### src/rtl/ibex_pkg.sv
// Shared types for the custom-instruction writeback path.
// Holds the buffered entry layout and the default buffer depth.
package ibex_pkg;

   localparam int unsigned CustomWbDepth = 4;

   typedef struct packed {
      logic [4:0]  rd;
      logic [31:0] data;
   } custom_wb_entry_t;

endpackage

### src/rtl/ibex_custom_wb_fifo.sv
// Generic writeback FIFO: storage, pointers, count and valid bits.
// Entries and valid bits are exported so the owner can scan for hazards.
module ibex_custom_wb_fifo
   import ibex_pkg::*;
#(
   parameter  int unsigned Depth = CustomWbDepth,
   localparam int unsigned PtrW  = $clog2(Depth),
   localparam int unsigned CntW  = PtrW + 1
) (
   input  logic             clk_i,
   input  logic             rst_i,
   input  logic             flush_i,
   input  logic             push_i,
   input  custom_wb_entry_t push_entry_i,
   input  logic             pop_i,
   output custom_wb_entry_t head_o,
   output custom_wb_entry_t entries_o [Depth],
   output logic [Depth-1:0] valid_o,
   output logic [CntW-1:0]  count_o
);

   custom_wb_entry_t mem_q [Depth];
   logic [PtrW-1:0]  wptr_q;
   logic [PtrW-1:0]  rptr_q;
   logic [CntW-1:0]  count_q;
   logic [Depth-1:0] valid_q;

   // Count is kept apart from the pointers so full and empty never alias.
   always_ff @(posedge clk_i) begin
      if (rst_i || flush_i) begin
         wptr_q  <= '0;
         rptr_q  <= '0;
         count_q <= '0;
         valid_q <= '0;
      end else begin
         if (push_i) begin
            valid_q[wptr_q] <= 1'b1;
            wptr_q          <= wptr_q + PtrW'(1);
         end
         if (pop_i) begin
            valid_q[rptr_q] <= 1'b0;
            rptr_q          <= rptr_q + PtrW'(1);
         end
         unique case ({push_i, pop_i})
            2'b10:   count_q <= count_q + CntW'(1);
            2'b01:   count_q <= count_q - CntW'(1);
            default: count_q <= count_q;
         endcase
      end
   end

   always_ff @(posedge clk_i) begin
      if (push_i && !rst_i && !flush_i) begin
         mem_q[wptr_q] <= push_entry_i;
      end
   end

   assign head_o    = mem_q[rptr_q];
   assign entries_o = mem_q;
   assign valid_o   = valid_q;
   assign count_o   = count_q;

endmodule

### src/rtl/ibex_custom_wb_buffer.sv
// Custom-unit result buffer draining into free RF write-port cycles.
// Define IBEX_CUSTOM_WB_BYPASS_EN for same-cycle writeback when empty.
module ibex_custom_wb_buffer
   import ibex_pkg::*;
#(
   parameter  int unsigned Depth     = CustomWbDepth,
   parameter  int unsigned DataWidth = 32,
   localparam int unsigned CntW      = $clog2(Depth) + 1
) (
   input  logic                 clk_i,
   input  logic                 rst_i,
   input  logic                 custom_valid_i,
   input  logic [4:0]           custom_rd_addr_i,
   input  logic [DataWidth-1:0] custom_result_i,
   output logic                 custom_ready_o,
   input  logic                 flush_i,
   input  logic                 core_rf_we_i,
   output logic                 rf_we_o,
   output logic [4:0]           rf_waddr_o,
   output logic [DataWidth-1:0] rf_wdata_o,
   input  logic [4:0]           rs1_addr_i,
   input  logic [4:0]           rs2_addr_i,
   output logic                 raw_hazard_o,
   output logic [CntW-1:0]      count_o,
   output logic                 busy_o
);

   custom_wb_entry_t push_entry;
   custom_wb_entry_t head;
   custom_wb_entry_t entries [Depth];
   logic [Depth-1:0] valid;
   logic [CntW-1:0]  count;
   logic             busy;
   logic             hs;
   logic             bypass;
   logic             push;
   logic             pop;

   assign busy           = (count != '0);
   assign custom_ready_o = (count < CntW'(Depth)) && !flush_i;
   assign hs             = custom_valid_i && custom_ready_o;

`ifdef IBEX_CUSTOM_WB_BYPASS_EN
   assign bypass = hs && (custom_rd_addr_i != 5'd0)
                   && !busy && !core_rf_we_i;
`else
   assign bypass = 1'b0;
`endif

   // Writes to x0 complete the handshake but are dropped here.
   assign push = hs && (custom_rd_addr_i != 5'd0) && !bypass;
   assign pop  = busy && !core_rf_we_i && !flush_i;

   assign push_entry.rd   = custom_rd_addr_i;
   assign push_entry.data = 32'(custom_result_i);

   ibex_custom_wb_fifo #(
      .Depth (Depth)
   ) u_fifo (
      .clk_i        (clk_i),
      .rst_i        (rst_i),
      .flush_i      (flush_i),
      .push_i       (push),
      .push_entry_i (push_entry),
      .pop_i        (pop),
      .head_o       (head),
      .entries_o    (entries),
      .valid_o      (valid),
      .count_o      (count)
   );

   always_comb begin
      rf_we_o    = pop || bypass;
      rf_waddr_o = 5'd0;
      rf_wdata_o = '0;
      if (bypass) begin
         rf_waddr_o = custom_rd_addr_i;
         rf_wdata_o = custom_result_i;
      end else if (busy) begin
         rf_waddr_o = head.rd;
         rf_wdata_o = DataWidth'(head.data);
      end
   end

   always_comb begin
      raw_hazard_o = 1'b0;
      for (int i = 0; i < Depth; i++) begin
         if (valid[i] &&
             (((rs1_addr_i != 5'd0) && (entries[i].rd == rs1_addr_i)) ||
              ((rs2_addr_i != 5'd0) && (entries[i].rd == rs2_addr_i)))) begin
            raw_hazard_o = 1'b1;
         end
      end
   end

   assign count_o = count;
   assign busy_o  = busy;

   // A stalled producer must hold its payload until accepted.
   assert property (@(posedge clk_i) disable iff (rst_i)
      custom_valid_i && !custom_ready_o && !flush_i
      |=> $stable(custom_rd_addr_i) && $stable(custom_result_i));

endmodule

### config.mk
export PLATFORM = sky130hd
export DESIGN_NAME = ibex_custom_wb_buffer
export DESIGN_NICKNAME = d
export VERILOG_FILES = /design/src/rtl/ibex_pkg.sv /design/src/rtl/ibex_custom_wb_fifo.sv /design/src/rtl/ibex_custom_wb_buffer.sv
export SDC_FILE = /design/constraint.sdc
export NUM_CORES = 1
export LEC_CHECK = 0
export ABC_AREA = 0
export BUFFER_PORTS_ARGS = -buffer_cell sky130_fd_sc_hd__buf_4
export CAP_MARGIN = 20
export CORE_UTILIZATION = 40
export CTS_CLUSTER_DIAMETER = 80
export DETAILED_ROUTE_END_ITERATION = 16
export MAX_ROUTING_LAYER = met4
export SLEW_MARGIN = 20
export SYNTH_ARGS = -nofsm -noshare
export SYNTH_HDL_FRONTEND = slang
export SYNTH_SLANG_ARGS = --single-unit
### constraint.sdc
create_clock -name clk_i -period 4.4 [get_ports clk_i]
set_input_delay 0.22 -clock clk_i [delete_from_list [all_inputs] [get_ports clk_i]]
set_output_delay 0.22 -clock clk_i [all_outputs]
set_load 0.01 [all_outputs]
== Yosys cells after proc, flatten, opt, wreduce, memory -nomap -nowiden ==
Index checks and enable logic that the tools add are counted.
W data, S select, Z words.

* Register bits after elaboration: 159
* Input port bits: 52
* Output and inout port bits: 44
* Word-level logic and storage cells: 94

* Add/subtract/negate cells: 4
* $lt $le $gt $ge: 8
* Eq/ne operators: 10
* Mux-type cells: 20
* Bitwise operators: 5
* Reduce and logical (&&, ||, !) cells: 35

{| class="wikitable"
|+ Operators with widths
! kind !! count
|-
| $bwmux W148 || 1
|-
| $mux W37 || 3
|-
| $bmux W37 S2 || 1
|-
| $demux W37 S2 || 1
|-
| $eq A5 B5 Y1 || 8
|-
| $mux W32 || 1
|-
| $logic_and A1 B1 Y1 || 22
|-
| $reduce_bool A5 Y1 || 3
|-
| $mux W4 || 3
|-
| $ge A3 B3 Y1 const B || 2
|-
| $lt A2 B3 Y1 const B || 2
|-
| $mux W1 || 6
|-
| $not A2 Y3 || 2
|-
| $pmux W3 S2 || 1
|-
| $logic_or A1 B1 Y1 || 5
|-
| $mux W5 || 1
|-
| $add A2 B1 Y2 const B || 2
|-
| $and A4 B4 Y4 || 1
|-
| $demux W1 S2 || 2
|-
| $ge A2 B1 Y1 const B || 2
|-
| $not A4 Y4 || 1
|-
| $or A4 B4 Y4 || 1
|-
| $add A3 B1 Y3 const B || 1
|-
| $logic_not A1 Y1 || 3
|-
| 7 further kinds || 7
|}

== Longest topological paths before layout ==
Gate-level depths: netlist of run 1.

* Depth in word-level cells: 9
* Depth in mapped cells: 11
* Mapped depth without buffers: 10

== Modules after synthesis ==
A second synthesis of run 1 with hierarchy kept.

* Cell total of the unflattened synthesis: 376
* Area, all modules: 6757.7 µm²

{| class="wikitable"
|+ Modules (own cells, without submodules)
! module !! instances !! cells an instance !! area an instance (µm²) !! seq. area each (µm²)
|-
| ibex_custom_wb_fifo || 1 || 252 || 5904.4 || 4664.5
|-
| ibex_custom_wb_buffer || 1 || 124 || 853.3 || 0.0
|}

== Least setup slack after synthesis of run 1 ==
OpenSTA, ideal clock, no wires.

* Kind: reg-to-reg
* Start: register u_fifo.count_q[0], in the netlist u_fifo.count_o[0]
* End: register u_fifo.count_q[2], in the netlist u_fifo.count_o[2]
* Library setup time: 71 ps
* Arrival: 2293 ps
* Required time: 4329 ps
* Path slack: 2036 ps
* Cell stages (with the launch flop): 10
* Buffers on the path: 1
* Period minus slack after synthesis: 2364 ps
* Path through: dfxtp_1 > nor3_1 > clkbuf_1 > nor3_1 > ha_1 > inv_1 > fa_1 > xor2_1 > or3_1 > a21oi_1

* Elaborated cells between the ends (all ways): 13
* Classes of those cells: 2 x add/sub; 1 x order compare; 2 x eq/ne; 1 x mux; 7 x reduce/logical

{| class="wikitable"
|+ RTL lines
! what !! RTL line !! source
|-
| start, declared || ibex_custom_wb_fifo.sv:25 || <nowiki>logic [CntW-1:0] count_q;</nowiki>
|-
| start signal, assigned || ibex_custom_wb_fifo.sv:45 || <nowiki>2'b10: count_q <= count_q + CntW'(1);</nowiki>
|-
| start signal, assigned || ibex_custom_wb_fifo.sv:46 || <nowiki>2'b01: count_q <= count_q - CntW'(1);</nowiki>
|-
| start signal, assigned || ibex_custom_wb_fifo.sv:47 || <nowiki>default: count_q <= count_q;</nowiki>
|-
| $reduce_bool A3 Y1 (*) || ibex_custom_wb_buffer.sv:39 || <nowiki>assign busy = (count != '0);</nowiki>
|-
| $logic_and A1 B1 Y1 (*) (2 in a row) || ibex_custom_wb_buffer.sv:52 || <nowiki>assign pop = busy && !core_rf_we_i && !flush_i;</nowiki>
|-
| net rf_we_o || ibex_custom_wb_buffer.sv:18 || <nowiki>output logic rf_we_o,</nowiki>
|-
| $eq A2 B1 Y1 / $eq A2 B2 Y1 (equally long branches) || ibex_custom_wb_fifo.sv:44 || <nowiki>unique case ({push_i, pop_i})</nowiki>
|-
| $pmux W3 S2 / $reduce_bool A2 Y1 (equally long branches) || n/a ||
|}

The timed path passes the listed nets; every way through them passes the cells marked *.
A chain may end at the register's enable or synchronous reset.

== Worst setup path in the final report of run 1 ==
* Start: register u_fifo.count_q[2], in the netlist u_fifo.count_o[2]
* End: register u_fifo.mem_q, in the netlist u_fifo.entries_o[47], enable pin

* Cells in the longest elaborated chain, start to end: 6

{| class="wikitable"
|+ RTL lines
! what !! RTL line !! source
|-
| $lt A3 B3 Y1 || ibex_custom_wb_buffer.sv:40 || <nowiki>assign custom_ready_o = (count < CntW'(Depth)) && !flush_i;</nowiki>
|-
| $logic_and A1 B1 Y1 || ibex_custom_wb_buffer.sv:40 ||
|-
| $logic_and A1 B1 Y1 || ibex_custom_wb_buffer.sv:41 || <nowiki>assign hs = custom_valid_i && custom_ready_o;</nowiki>
|-
| $logic_and A1 B1 Y1 || ibex_custom_wb_buffer.sv:51 || <nowiki>assign push = hs && (custom_rd_addr_i != 5'd0) && !bypass;</nowiki>
|-
| $logic_and A1 B1 Y1 (2 in a row) || ibex_custom_wb_fifo.sv:53 || <nowiki>if (push_i && !rst_i && !flush_i) begin</nowiki>
|-
| end signal, assigned by index || ibex_custom_wb_fifo.sv:54 || <nowiki>mem_q[wptr_q] <= push_entry_i;</nowiki>
|-
| end, declared || ibex_custom_wb_fifo.sv:22 || <nowiki>custom_wb_entry_t mem_q [Depth];</nowiki>
|}

Every way passes these cells.

==> results of run 1 <==
## kinds of logic (layout without fill, tap and decap cells)
logic type / Yosys count / after routing / share of synthesized area [%]
flops: 159 / 159 / 69.05
simple gates: 79 / 79 / 6.964
xor+xnor: 44 / 44 / 5.705
mux: 38 / 38 / 12.48
buf+inv: 33 / 171 / 2.352
compound gates: 18 / 18 / 1.482
fa+ha+maj: 10 / 10 / 1.963
## metrics by stage
step,instances,cell area (µm²)
2_1_floorplan,381,6755
3_3_place_gp,673,7641
3_5_place_dp,673,7641
4_1_cts,737,8577
5_1_grt,739,8597
6_report,739,8597
## sequential cells by signal, summed over array words and instances, names as in the netlist
| signal | count |
|---|---|
| u_fifo.rptr_q | 2 |
| u_fifo.valid_o | 4 |
| u_fifo.count_o | 3 |
| u_fifo.wptr_q | 2 |
| u_fifo.entries_o | 148 |
## layout make-up
class / count / share of cell area (%)
sequential: 159 / 54.32
multi-input combinational: 189 / 22.59
timing repair buffer: 130 / 12.34
clock buffer: 17 / 4.948
tap: 220 / 3.202
clock inverter: 15 / 2.212
inverter: 9 / 0.3930
## repair_timing
item                                    CTS  global route
endpoints found under the hold margin   128             7
endpoints found under the setup margin    0             0
hold buffers                             32             2
## power groups by stage
stage               Combinational, µW  Sequential, µW  Clock, µW
floorplan                        77.3            1700          0
detailed placement                156            1700          0
global placement                  152            1700          0
global route                      195            1670       1570
finish                            179            1670       1490
CTS                               180            1670       1520
## Yosys cell counts, drive strengths merged
| library cell | count | area share, % |
|---|---|---|
| xnor2 | 26 | 3.4 |
| ha | 9 | 1.7 |
| nand4 | 1 | 0.093 |
| dfxtp | 11 | 3.3 |
| or3 | 1 | 0.093 |
| mux2i | 1 | 0.15 |
| nor2 | 12 | 0.89 |
| edfxtp | 148 | 66 |
| o21ai | 6 | 0.44 |
| a211oi | 4 | 0.44 |
| nor4 | 8 | 0.74 |
| or4 | 2 | 0.33 |
| mux4 | 37 | 12 |
| inv | 9 | 0.50 |
| nand2 | 2 | 0.11 |
| fa | 1 | 0.30 |
| nand3 | 8 | 0.59 |
| nor2b | 37 | 3.4 |
| buf | 15 | 1.4 |
| xor2 | 18 | 2.3 |
| a21oi | 8 | 0.59 |
| and3 | 4 | 0.37 |
| clkbuf | 9 | 0.50 |
| nor3 | 3 | 0.22 |
| or2 | 1 | 0.093 |
## final timing paths
check                                                 endpoint  slack (ns)  cells past startpoint                      startpoint
worst max-delay path            u_fifo.entries_o[47]$_DFFE_PP_        1.81                      4  u_fifo.count_o[2]$_SDFFE_PP0P_
worst min-delay path            u_fifo.entries_o[69]$_DFFE_PP_        0.01                      1             custom_rd_addr_i[0]
worst max register to register  u_fifo.entries_o[47]$_DFFE_PP_        1.81                      4  u_fifo.count_o[2]$_SDFFE_PP0P_
worst min register to register  u_fifo.count_o[2]$_SDFFE_PP0P_        0.55                      2  u_fifo.count_o[2]$_SDFFE_PP0P_
## critical path, cell delays in order, from the launching register on
cell and delay [ns]:
dfxtp_1 0.35, nor2_1 0.16, nand2_1 0.07, a21oi_1 0.58, and3_2 1.01
## metal layers
metal	share of wire [%]	wire length, µm	global-route usage [%]	vias up
met2	49	6479	26.54	107
li1	-	-	-	1706
met1	43	5729	20.12	1837
met3	4.8	638	4.383	24
met5	0	0	-	-
met4	2.6	346	7.623	0
## layout by cell type, fill, tap and decap left out, drive strengths merged
master,Yosys,routed
buf,15,96
nor4,8,8
mux2i,1,1
nand2,2,2
nand4,1,1
a211oi,4,4
clkinvlp,0,3
dlygate4sd3,0,34
mux4,37,37
a21oi,8,8
edfxtp,148,148
fa,1,1
xor2,18,18
or4,2,2
ha,9,9
nand3,8,8
dfxtp,11,11
or2,1,1
nor3,3,3
clkinv,0,8
clkbuf,9,17
and3,4,4
bufinv,0,3
o21ai,6,6
inv,9,10
or3,1,1
nor2b,37,37
xnor2,26,26
nor2,12,12
==> summary.txt, run 1 <==
Pwr
  • Switch share: 20.46%
  • P_sw: 683.1 µW
  • Clk pwr share: 44.7%
  • PD cells: 388.4 nW/µm²
  • Internal Pwr Total: 2656 µW
  • Leakage power: 0.002894 µW
  • Combinational power share: 5.4%
  • Power, Total: 3339 µW
  • Peak supply drop: 0.2330 mV
  • Sequential share of power: 49.9%

Global routing
  • First-pass GRT wire length: 20780 µm
  • GRT Overall Usage: 16.74%
  • Grt total ovfl: 0
  • Vias in the first global route: 3788
  • Initial antenna violation count: 0
  • Largest net degree at the start of global routing: 42

Clocking
  • CTS Buf Count: 17
  • Skew-Pair Late Insertion Delay: 0.42 ns
  • H-tree depth: 4
  • Clock Pin Slew Worst Setup and Hold Paths: 0.06 ns
  • Clock Path Buffers: 2
  • CTS Sinks: 159
  • Number of post-CTS setup repair buffers: 0
  • CTS tree: built
  • CTS resizes: 0
  • Clk Tree Root Cell: clkbuf_16

Synthesis
  • Synth Register Bits: 159
  • Post-synthesis cell count: 381
  • Synth warnings: 0
  • Synthesized area: 6755 µm²
  • Count of unique library cells instantiated by Yosys: 30
  • Post-synthesis sequential area ratio: 69.05%
  • Synth Net Count: 443
  • Syn avg cell area: 17.73 µm²

Finish
  • Final net count: 568
  • Post-layout util: 52.03%
  • Multi-input gate area: 1942 µm²
  • N_diodes: 0
  • Filler cell count: 1368
  • Synthesis-to-finish area growth: 27.26%
  • Share of layout cells above drive strength 1: 34.10%
  • Sequential Area: 4669 µm²

Run status
  • Status: finished clean

Route
  • ANT nets after route: 0
  • Vias/cell: 4.972
  • Routed wire length: 13190 µm
  • DRC: 0
  • Initial DRC Count: 216
  • DR pass1 iterations: 4
  • Wire length per cell: 17.85 µm
  • Vias: 3674

Hold path
  • Worst min-delay path class: input pin to flip-flop

Timing
  • FMAX: 0.3855 GHz
  • Tightest Pin Transition: 1.082 ns
  • Final Hold Violating Endpoints: 0
  • Final Worst Setup Slack: 1.806 ns
  • Fin Hold WS: 0.01249 ns
  • Final setup violation count: 0
  • Setup TNS: 0 ns
  • Tmin final: 2.594 ns
  • RSZ-0062 raised after global routing: false
  • Clock skew: 0.004606 ns
  • Max Slew Vio Count: 0
  • Slew HR: 27.87%
  • Ratio of final minimum period to clock period: 58.95%

Die
  • Die Wd: 132.0 µm
  • Die area: 17410 µm²
  • Starting density of the core: 40.88%
  • CORE AREA: 16520 µm²
  • Die H: 132.0 µm
  • Row cnt: 47
  • I/O pin count: 96

Setup path
  • CP Max Fanout: 37
  • CP Data Arrival Time: 2.64 ns
  • CP Launch Type: flip-flop
  • CP required: 4.44 ns
  • CP Capture Type: flip-flop
  • Critical path class: flip-flop to flip-flop

Run
  • Max-Cap Viols: 0

Place
  • Routability-driven placement congestion ratio: 0.8601
  • Port Buffer Count: 95
  • Pre-CTS setup slack: 1.787 ns
  • DP HPWL: 7981 µm
(Power assumes the default switching activity.)
==> run 2, diff against run 1 <==
- clock period: 4.4 -> 2.7 ns (I/O delays scaled with it)
==> summary.txt, run 2 (synthesis results as in run 1) <==
Clocking
  • CTS Sinks: 159 (unchanged)
  • Clock Pin Slew Worst Setup and Hold Paths: 0.06 ns (about the same)
  • Skew-Pair Late Insertion Delay: 0.42 ns (about the same)
  • Clock Path Buffers: 2 (unchanged)
  • Number of post-CTS setup repair buffers: 0 (unchanged)
  • Clk Tree Root Cell: clkbuf_16 (unchanged)
  • H-tree depth: 4 (unchanged)
  • CTS Buf Count: 17 (unchanged)
  • CTS tree: built (unchanged)

Route
  • Routed wire length: 14140 µm (was 13190 µm)
  • DR pass1 iterations: 4 (unchanged)
  • Vias/cell: 5.007 (was 4.972)
  • DRC: 0 (unchanged)
  • ANT nets after route: 0 (unchanged)
  • Vias: 3770 (was 3674)
  • Wire length per cell: 18.78 µm (was 17.85 µm)
  • Initial DRC Count: 201 (was 216)

Die
  • Die H: 132.0 µm (unchanged)
  • Die area: 17410 µm² (unchanged)
  • I/O pin count: 96 (unchanged)
  • Die Wd: 132.0 µm (unchanged)
  • CORE AREA: 16520 µm² (unchanged)
  • Row cnt: 47 (unchanged)
  • Starting density of the core: 40.88% (unchanged)

Finish
  • Post-layout util: 52.96% (was 52.03%)
  • Filler cell count: 1362 (was 1368)
  • Synthesis-to-finish area growth: 29.54% (was 27.26%)
  • Final net count: 582 (was 568)
  • Most frequent cells in the layout: 148 x edfxtp_1, 104 x buf_4, 37 x mux4_2, 37 x nor2b_1, 37 x dlygate4sd3_1 (was 148 x edfxtp_1, 96 x buf_4, 37 x mux4_2, 37 x nor2b_1, 34 x dlygate4sd3_1)
  • Max reg flops: 148 (unchanged)
  • Commonest non-fill, non-tap cell in the layout: edfxtp_1 (unchanged)
  • N_diodes: 0 (unchanged)
  • Share of layout cells above drive strength 1: 34.90% (was 34.10%)
  • Final instance area: 8751 µm² (was 8597 µm²)

Timing
  • Final Hold Violating Endpoints: 0 (unchanged)
  • Tightest Pin Transition: 0.5458 ns (was 1.082 ns)
  • Max Slew Vio Count: 0 (unchanged)
  • Slew HR: 63.61% (was 27.87%)
  • Clock skew: 0.006115 ns (was 0.004606 ns)
  • Fin Hold WS: 0.1022 ns (was 0.01249 ns)
  • Setup TNS: 0 ns (unchanged)
  • Ratio of final minimum period to clock period: 85.48%
  • RSZ-0062 raised after global routing: false (unchanged)
  • FMAX: 0.4333 GHz
  • Final setup violation count: 0 (unchanged)
  • Tmin final: 2.308 ns

Pwr
  • Clk pwr share: 45.2% (was 44.7%)
  • Combinational power share: 5.5% (was 5.4%)
  • Sequential share of power: 49.3% (was 49.9%)
  • PD cells: 629.2 nW/µm² (was 388.4 nW/µm²)
  • Leakage power: 0.002985 µW (was 0.002894 µW)
  • Internal Pwr Total: 4416 µW (was 2656 µW)
  • Switch share: 19.81% (was 20.46%)
  • Peak supply drop: 0.4201 mV (was 0.2330 mV)
  • P_sw: 1091 µW (was 683.1 µW)

Global routing
  • Grt total ovfl: 0 (unchanged)
  • Vias in the first global route: 4080 (was 3788)
  • Largest net degree at the start of global routing: 41 (was 42)
  • GRT Overall Usage: 18.00% (was 16.74%)
  • Initial antenna violation count: 0 (unchanged)
  • First-pass GRT wire length: 22510 µm (was 20780 µm)

Place
  • Dpl cell area: 7761 µm² (was 7641 µm²)
  • Routability-driven placement congestion ratio: 0.8242 (was 0.8601)
  • DP HPWL: 8938 µm (was 7981 µm)
  • Port Buffer Count: 95 (unchanged)

Setup path
  • Critical path class: input pin to flip-flop (was flip-flop to flip-flop)
  • CP Launch Type: input pin (was flip-flop)
  • CP Capture Type: flip-flop (unchanged)
  • CP Data Arrival Time: 2.66 ns (was 2.64 ns)
  • CP Max Fanout: 5 (was 37)
  • CP required: 3.05 ns (was 4.44 ns)

Hold path
  • Worst min-delay path class: input pin to flip-flop (unchanged)

Run
  • Max-Cap Viols: 0 (unchanged)

Run status
  • Status: finished clean (unchanged)
==> run 2: area by class of cell <==
type,count,area [µm²],share of cell area (%)
timing repair buffer,144,1211,13.84
clock buffer,18,429.2,4.904
sequential,159,4669,53.36
multi-input combinational,189,1942,22.19
tap,220,275.3,3.146
clock inverter,14,190.2,2.173
inverter,9,33.78,0.3860
==> run 2: power by group through the flow <==
stage / registers (µW) / logic, µW / clock network, µW
after floorplan: 2760 / 126 / 0
after global placement: 2770 / 256 / 0
after detailed placement: 2770 / 262 / 0
after CTS: 2710 / 307 / 2540
after global routing: 2710 / 330 / 2630
final: 2710 / 304 / 2490
==> run 2: routing by layer <==
metal,part of all wire [%],up-vias,routed length [µm],track usage (%)
met3,4.9,12,688,4.729
met1,43,1927,6061,21.33
met2,51,97,7242,29.86
li1,-,1734,-,-
met5,0,-,0,-
met4,1.1,0,149,6.008
==> run 2: timing repair <==
action                    4_1_cts  5_1_grt
gates resized for setup         0        0
hold buffers                   37        0
hold endpoints to repair      148        0
==> run 2: stage by stage <==
step | power (µW) | cells | setup WS [ns]
3_5_place_dp | 3029 | 684 | 0.4832
5_1_grt | 5676 | 753 | 0.2954
3_3_place_gp | 3022 | 684 | 0.5806
2_1_floorplan | 2891 | 381 | 0.3362
4_1_cts | 5561 | 753 | 0.3600
6_report | 5506 | 753 | 0.3919
==> run 2: critical path, stage by stage <==
cell,delay [ns]
dlygate4sd3_1,0.54
buf_4,0.16
nor3_1,0.35
a21oi_1,0.15
inv_1,0.08
ha_1,0.17
inv_1,0.07
fa_1,0.39
xor2_1,0.16
or3_1,0.30
a21oi_1,0.14
==> run 2: final timing paths <==
check	to	slack [ns]	cells past startpoint	from
max	u_fifo.count_o[2]$_SDFFE_PP0P_	0.39	11	custom_rd_addr_i[4]
min	u_fifo.rptr_q[1]$_SDFFE_PP0N_	0.10	3	core_rf_we_i
max reg2reg	u_fifo.count_o[2]$_SDFFE_PP0P_	0.60	8	u_fifo.count_o[2]$_SDFFE_PP0P_
min reg2reg	u_fifo.wptr_q[1]$_SDFFE_PP0N_	0.55	2	u_fifo.wptr_q[1]$_SDFFE_PP0N_
